## src/rtl/serial_shr_receiver.sv

```systemverilog
// -----------------------------------------------------------------------------
// serial_shr_receiver
//
// Rebuilds a parallel word from the LSB-first serial stream that a shift-right
// register emits on right_carry. Bits qualified by bit_valid enter the shift
// register at the MSB. After WIDTH bits the first bit received sits in bit 0.
// The finished word is offered on a valid/ready port.
//
// Optional build macro: SERIAL_SHR_RECEIVER_PARITY_CHECK_EN
//   When it is defined, one extra even-parity beat follows the WIDTH data bits,
//   and parity_err reports the check for the word on data_out.
//   When it is undefined, parity_err is tied 0.
//
// Ports
//   clk         clock, rising edge
//   rst_n       asynchronous active-low reset
//   clr         synchronous clear, highest priority
//   bit_in      serial data bit, LSB first
//   bit_valid   bit_in is sampled on this edge
//   data_out    last completed word (registered)
//   data_valid  data_out holds an undelivered word
//   data_ready  consumer accepts data_out when data_valid=1
//   busy        a word is partially received
//   overrun     sticky: a completed word was dropped
//   parity_err  parity result for the word on data_out
//
// State   | Meaning
// --------+----------------------------------------------------------
// IDLE    | no partial word; next accepted bit starts a new word
// SHIFT   | collecting data bits; cnt_q = bits accepted so far
// PARITY  | (parity build only) data bits held, waiting for parity bit
// -----------------------------------------------------------------------------
module serial_shr_receiver #(
    parameter int WIDTH = 4
) (
    input  logic             clk,
    input  logic             rst_n,
    input  logic             clr,
    input  logic             bit_in,
    input  logic             bit_valid,
    output logic [WIDTH-1:0] data_out,
    output logic             data_valid,
    input  logic             data_ready,
    output logic             busy,
    output logic             overrun,
    output logic             parity_err
);

    localparam int CW = $clog2(WIDTH + 1);
    localparam logic [CW-1:0] CNT_LAST = CW'(WIDTH - 1);

    typedef enum logic [1:0] {
        IDLE   = 2'd0,
        SHIFT  = 2'd1,
        PARITY = 2'd2
    } state_e;

    state_e           state_q, state_d;
    logic [CW-1:0]    cnt_q, cnt_d;
    logic [WIDTH-1:0] shreg_q, shreg_d;
    logic [WIDTH-1:0] data_out_q, data_out_d;
    logic             data_valid_q, data_valid_d;
    logic             overrun_q, overrun_d;

    logic [WIDTH-1:0] shifted;
    logic             complete;
    logic [WIDTH-1:0] word;
    logic             transfer;

`ifdef SERIAL_SHR_RECEIVER_PARITY_CHECK_EN
    logic             parity_err_q, parity_err_d;
    logic             perr;
`endif

    always_comb begin
        shifted      = {bit_in, shreg_q[WIDTH-1:1]};
        state_d      = state_q;
        cnt_d        = cnt_q;
        shreg_d      = shreg_q;
        data_out_d   = data_out_q;
        data_valid_d = data_valid_q;
        overrun_d    = overrun_q;
        complete     = 1'b0;
        word         = shreg_q;
        transfer     = data_valid_q & data_ready;
`ifdef SERIAL_SHR_RECEIVER_PARITY_CHECK_EN
        parity_err_d = parity_err_q;
        perr         = 1'b0;
`endif

        case (state_q)
            IDLE: begin
                if (bit_valid) begin
                    shreg_d = shifted;
                    cnt_d   = CW'(1);
                    state_d = SHIFT;
                end
            end
            SHIFT: begin
                if (bit_valid) begin
                    shreg_d = shifted;
                    if (cnt_q == CNT_LAST) begin
                        cnt_d = '0;
`ifdef SERIAL_SHR_RECEIVER_PARITY_CHECK_EN
                        state_d = PARITY;
`else
                        state_d  = IDLE;
                        complete = 1'b1;
                        word     = shifted;
`endif
                    end else begin
                        cnt_d = cnt_q + CW'(1);
                    end
                end
            end
`ifdef SERIAL_SHR_RECEIVER_PARITY_CHECK_EN
            PARITY: begin
                // Even parity: XOR over data and parity bit is 0 when clean.
                if (bit_valid) begin
                    state_d  = IDLE;
                    complete = 1'b1;
                    word     = shreg_q;
                    perr     = (^shreg_q) ^ bit_in;
                end
            end
`endif
            default: begin
                state_d = IDLE;
                cnt_d   = '0;
            end
        endcase

        if (transfer) begin
            data_valid_d = 1'b0;
        end

        // A completion loads only if the output slot is free or is being
        // drained on this same edge; otherwise the new word is dropped.
        if (complete) begin
            if (!data_valid_q || data_ready) begin
                data_out_d   = word;
                data_valid_d = 1'b1;
`ifdef SERIAL_SHR_RECEIVER_PARITY_CHECK_EN
                parity_err_d = perr;
`endif
            end else begin
                overrun_d = 1'b1;
            end
        end

        if (clr) begin
            state_d      = IDLE;
            cnt_d        = '0;
            shreg_d      = '0;
            data_out_d   = '0;
            data_valid_d = 1'b0;
            overrun_d    = 1'b0;
`ifdef SERIAL_SHR_RECEIVER_PARITY_CHECK_EN
            parity_err_d = 1'b0;
`endif
        end
    end

    always_ff @(posedge clk or negedge rst_n) begin
        if (!rst_n) begin
            state_q      <= IDLE;
            cnt_q        <= '0;
            shreg_q      <= '0;
            data_out_q   <= '0;
            data_valid_q <= 1'b0;
            overrun_q    <= 1'b0;
        end else begin
            state_q      <= state_d;
            cnt_q        <= cnt_d;
            shreg_q      <= shreg_d;
            data_out_q   <= data_out_d;
            data_valid_q <= data_valid_d;
            overrun_q    <= overrun_d;
        end
    end

`ifdef SERIAL_SHR_RECEIVER_PARITY_CHECK_EN
    always_ff @(posedge clk or negedge rst_n) begin
        if (!rst_n) begin
            parity_err_q <= 1'b0;
        end else begin
            parity_err_q <= parity_err_d;
        end
    end
    assign parity_err = parity_err_q;
`else
    assign parity_err = 1'b0;
`endif

    assign data_out   = data_out_q;
    assign data_valid = data_valid_q;
    assign overrun    = overrun_q;
    assign busy       = (state_q != IDLE);

endmodule

```

## config.mk

```make
export PLATFORM = sky130hd
export DESIGN_NAME = serial_shr_receiver
export DESIGN_NICKNAME = d
export VERILOG_FILES = /design/src/rtl/serial_shr_receiver.sv
export SDC_FILE = /design/constraint.sdc
export NUM_CORES = 1
export LEC_CHECK = 0
export BUFFER_PORTS_ARGS = -buffer_cell sky130_fd_sc_hd__buf_4
export CAP_MARGIN = 20
export CORE_MARGIN = 4
export CORE_UTILIZATION = 35
export DETAILED_ROUTE_END_ITERATION = 8
export PLACE_DENSITY = 0.62
export SLEW_MARGIN = 10
export SYNTH_ARGS = -nofsm -noshare
export SYNTH_HDL_FRONTEND = slang
export SYNTH_SLANG_ARGS = --single-unit
```

## constraint.sdc

```tcl
create_clock -name clk -period 3.1 [get_ports clk]
set_input_delay 0.62 -clock clk [delete_from_list [all_inputs] [get_ports clk]]
set_output_delay 0.62 -clock clk [all_outputs]
set_load 0.01 [all_outputs]
```

==> results by group <==
Outcome
  • Status: finished, final reports clean

Floorplanning
  • Placement Rows: 14
  • I/O pin count: 14
  • Core ar.: 1541 µm²
  • Die width: 48.77 µm
  • Die area: 2379 µm²
  • Initial core utilization: 37.74%
  • Die Y-Extent: 48.77 µm

Cells and area
  • Most common cell after layout, fill and taps aside: dfrtp_1
  • Area Growth Syn to Fin: 19.57%
  • Antenna cell count: 0
  • Most frequent cells in the layout: dfrtp_1, buf_4, a21oi_1, nor2_1, o21ai_0
  • Sequential Area: 325.3 µm²
  • # nets final: 76
  • Util after Layout: 45.13%
  • Fillcell total: 166
  • Cell area after layout: 695.7 µm²
  • Layout cells sized above 1: 23.53%
  • Multi-input logic area: 229.0 µm²

Power
  • Peak supply drop: 0.0001748 V
  • Sw Share: 23.79%
  • Clk pwr share: 34.0%
  • Sequential power share: 58.3%
  • Int Power: 0.2311 mW
  • Total Power: 0.3032 mW
  • P_sw: 0.07213 mW
  • Leak: 0.3417 nW
  • PwrDens: 435.9 nW/µm²
  • Combinational power share: 7.8%

Critical path
  • Depth of the worst register-to-register path: 4
  • Setup crit start kind: flip-flop
  • WP data arrival: 0.90 ns
  • Max stage delay on crit path: 0.45 ns
  • WP buf/inv: 1
  • CP top delay family: flip-flops
  • Critical path cell sequence: buf_4
  • R2r endpoint: data_out[0]
  • Setup crit end kind: output port
  • R2r startpoint: cnt_q[0]
  • Reg-to-reg setup timing slack: 1.83 ns
  • Worst path slowest cell: dfrtp_1
  • Critical path required time: 2.48 ns
  • Crit Path Category: flip-flop to output port
  • Crit-path max FO: 7

Routing
  • Number of routed nets with antenna violations: 0
  • WL/cell: 13.15 µm
  • Drt total wl: 1105 µm
  • DR iter-0 viols: 2
  • Drt first pass iters: 4
  • Vias per Instance: 5.262
  • Vias: 442
  • Drt drc: 0

Yosys
  • Synth Area in Compound Gates: 11.83%
  • Syn nets: 63
  • Mean Syn Cell Area: 10.39 µm²
  • Mux contribution to synthesized area: 5.161%
  • Register area share after synthesis: 55.91%
  • Yosys cell types: 21
  • Largest family of logic cells by synthesized area: simple AND/OR/NAND/NOR gates
  • Synthesis-stage register bit count: 13
  • Post-Synthesis Cell Area: 581.8 µm²
  • Yosys warns: 0
  • Synth Area in XOR/XNOR: 0%
  • Fraction of the mapped netlist area in adder cells: 2.151%
  • Gate Count Post-Synth: 56
  • Synth Area in Simple Gates: 19.57%

Place
  • Port-buffer cells: 12
  • RePlAce Congestion: 0.7121
  • Placed cell areas: 668.1 µm²
  • DP HPWL: 830.4 µm

Global route
  • Total congestion overflow: 0
  • Initial antenna violation count: 0
  • Vias in the first global route: 471
  • Pin count of the biggest net entering global routing: 14
  • Overall Global Routing Usage: 11.22%
  • First-pass GRT wire length: 2111 µm

Clock tree
  • Clock slew at reported path FFs: 0.08 ns
  • CTS resizes: 0
  • Postcts setup bufs: 0
  • CTS tree: yes
  • Num CTS Buffers: 3
  • H-tree depth: 1
  • Post-CTS Hold Buffers: 0
  • Clk sinks: 13
  • Max clock buf depth: 2
  • CTS root buf: clkbuf_4
  • Clk Latency, worst-skew pair: 0.28 ns

STA
  • Hold Vio Cnt, Final: 0
  • Count of pins over their slew limit: 0
  • Final Hold Slack: 0.1647 ns
  • Period minus WS final: 1.520 ns
  • Final period util: 49.04%
  • Setup repair after global routing missed its margin: no
  • Final setup vio count: 0
  • Fmax: 0.6578 GHz
  • Setup TNS: 0 ns
  • Clk_skew: 0.008623 ns

Worst hold path
  • Hold Path Class: input pin to async pin

Flow run
  • Max-cap violations: 0
[sequential cells by signal, summed over array words and instances, names as in the netlist]
| signal | cells |
|---|---|
| data_out | 4 |
| data_valid | 1 |
| cnt_q | 3 |
| state_q | 1 |
| overrun | 1 |
| shreg_q | 3 |
[synth_stat cells]
library cell / instances / share of area, %
conb_1: 1 / 0.64
a311oi_1: 1 / 1.5
nor2b_1: 1 / 1.1
ha_1: 1 / 2.2
inv_1: 1 / 0.64
clkbuf_1: 1 / 0.64
and3b_1: 1 / 1.5
nand3_1: 4 / 3.4
o21ai_0: 5 / 4.3
and4b_1: 1 / 1.7
mux2i_1: 3 / 5.2
buf_4: 2 / 2.6
nand2b_1: 3 / 3.2
nor2_1: 6 / 3.9
nand4b_1: 1 / 1.5
dfrtp_1: 13 / 56
nor3_1: 1 / 0.86
buf_2: 1 / 0.86
a21oi_1: 7 / 6.0
or2b_1: 1 / 1.3
nand4_1: 1 / 1.1
[per-stage QoR]
step / setup WS (ns) / instances
after CTS: 1.566 / 84
after global placement: 1.689 / 80
final: 1.580 / 84
after global routing: 1.536 / 84
after floorplan: 1.898 / 56
after detailed placement: 1.692 / 80
[routing by layer]
metal,GRT usage [%],part of all wire [%],up-vias
met5,0,0,-
met4,8.072,3.0,0
met3,2.141,3.3,4
met2,16.96,48,16
met1,14.12,45,202
li1,-,-,220
[worst max-delay path by stage]
stage | startpoint | to | slack [ns] | cells past startpoint
2_1_floorplan | bit_valid | overrun | 1.90 | 4
5_1_grt | state_q[0] | busy | 1.54 | 1
3_5_place_dp | bit_valid | data_out[0] | 1.69 | 4
3_3_place_gp | bit_valid | data_out[3] | 1.69 | 4
6_report | state_q[0] | busy | 1.58 | 1
4_1_cts | state_q[0] | busy | 1.57 | 1
[power by group through the flow]
stage               logic [mW]  registers (mW)  clock network, mW
floorplan               0.0121           0.180                  0
global placement        0.0230           0.180                  0
detailed placement      0.0239           0.180                  0
CTS                     0.0238           0.177              0.108
global route            0.0265           0.178              0.117
finish                  0.0235           0.177              0.103
[final cells by class]
cell class / instances / area share [%]
well taps: 16 / 2.878
clock inverters: 1 / 0.7194
multi-input cells: 38 / 32.91
clock buffers: 3 / 3.237
inverters: 1 / 0.5396
flip-flops and latches: 13 / 46.76
repair buffers: 12 / 12.95
[logic make-up after synthesis]
group	after synthesis
buf+inv	5
mux	3
compound gates	13
flops	13
simple gates	20
other cells	1
fa+ha+maj	1
Power figures use the tool's default switching activity.
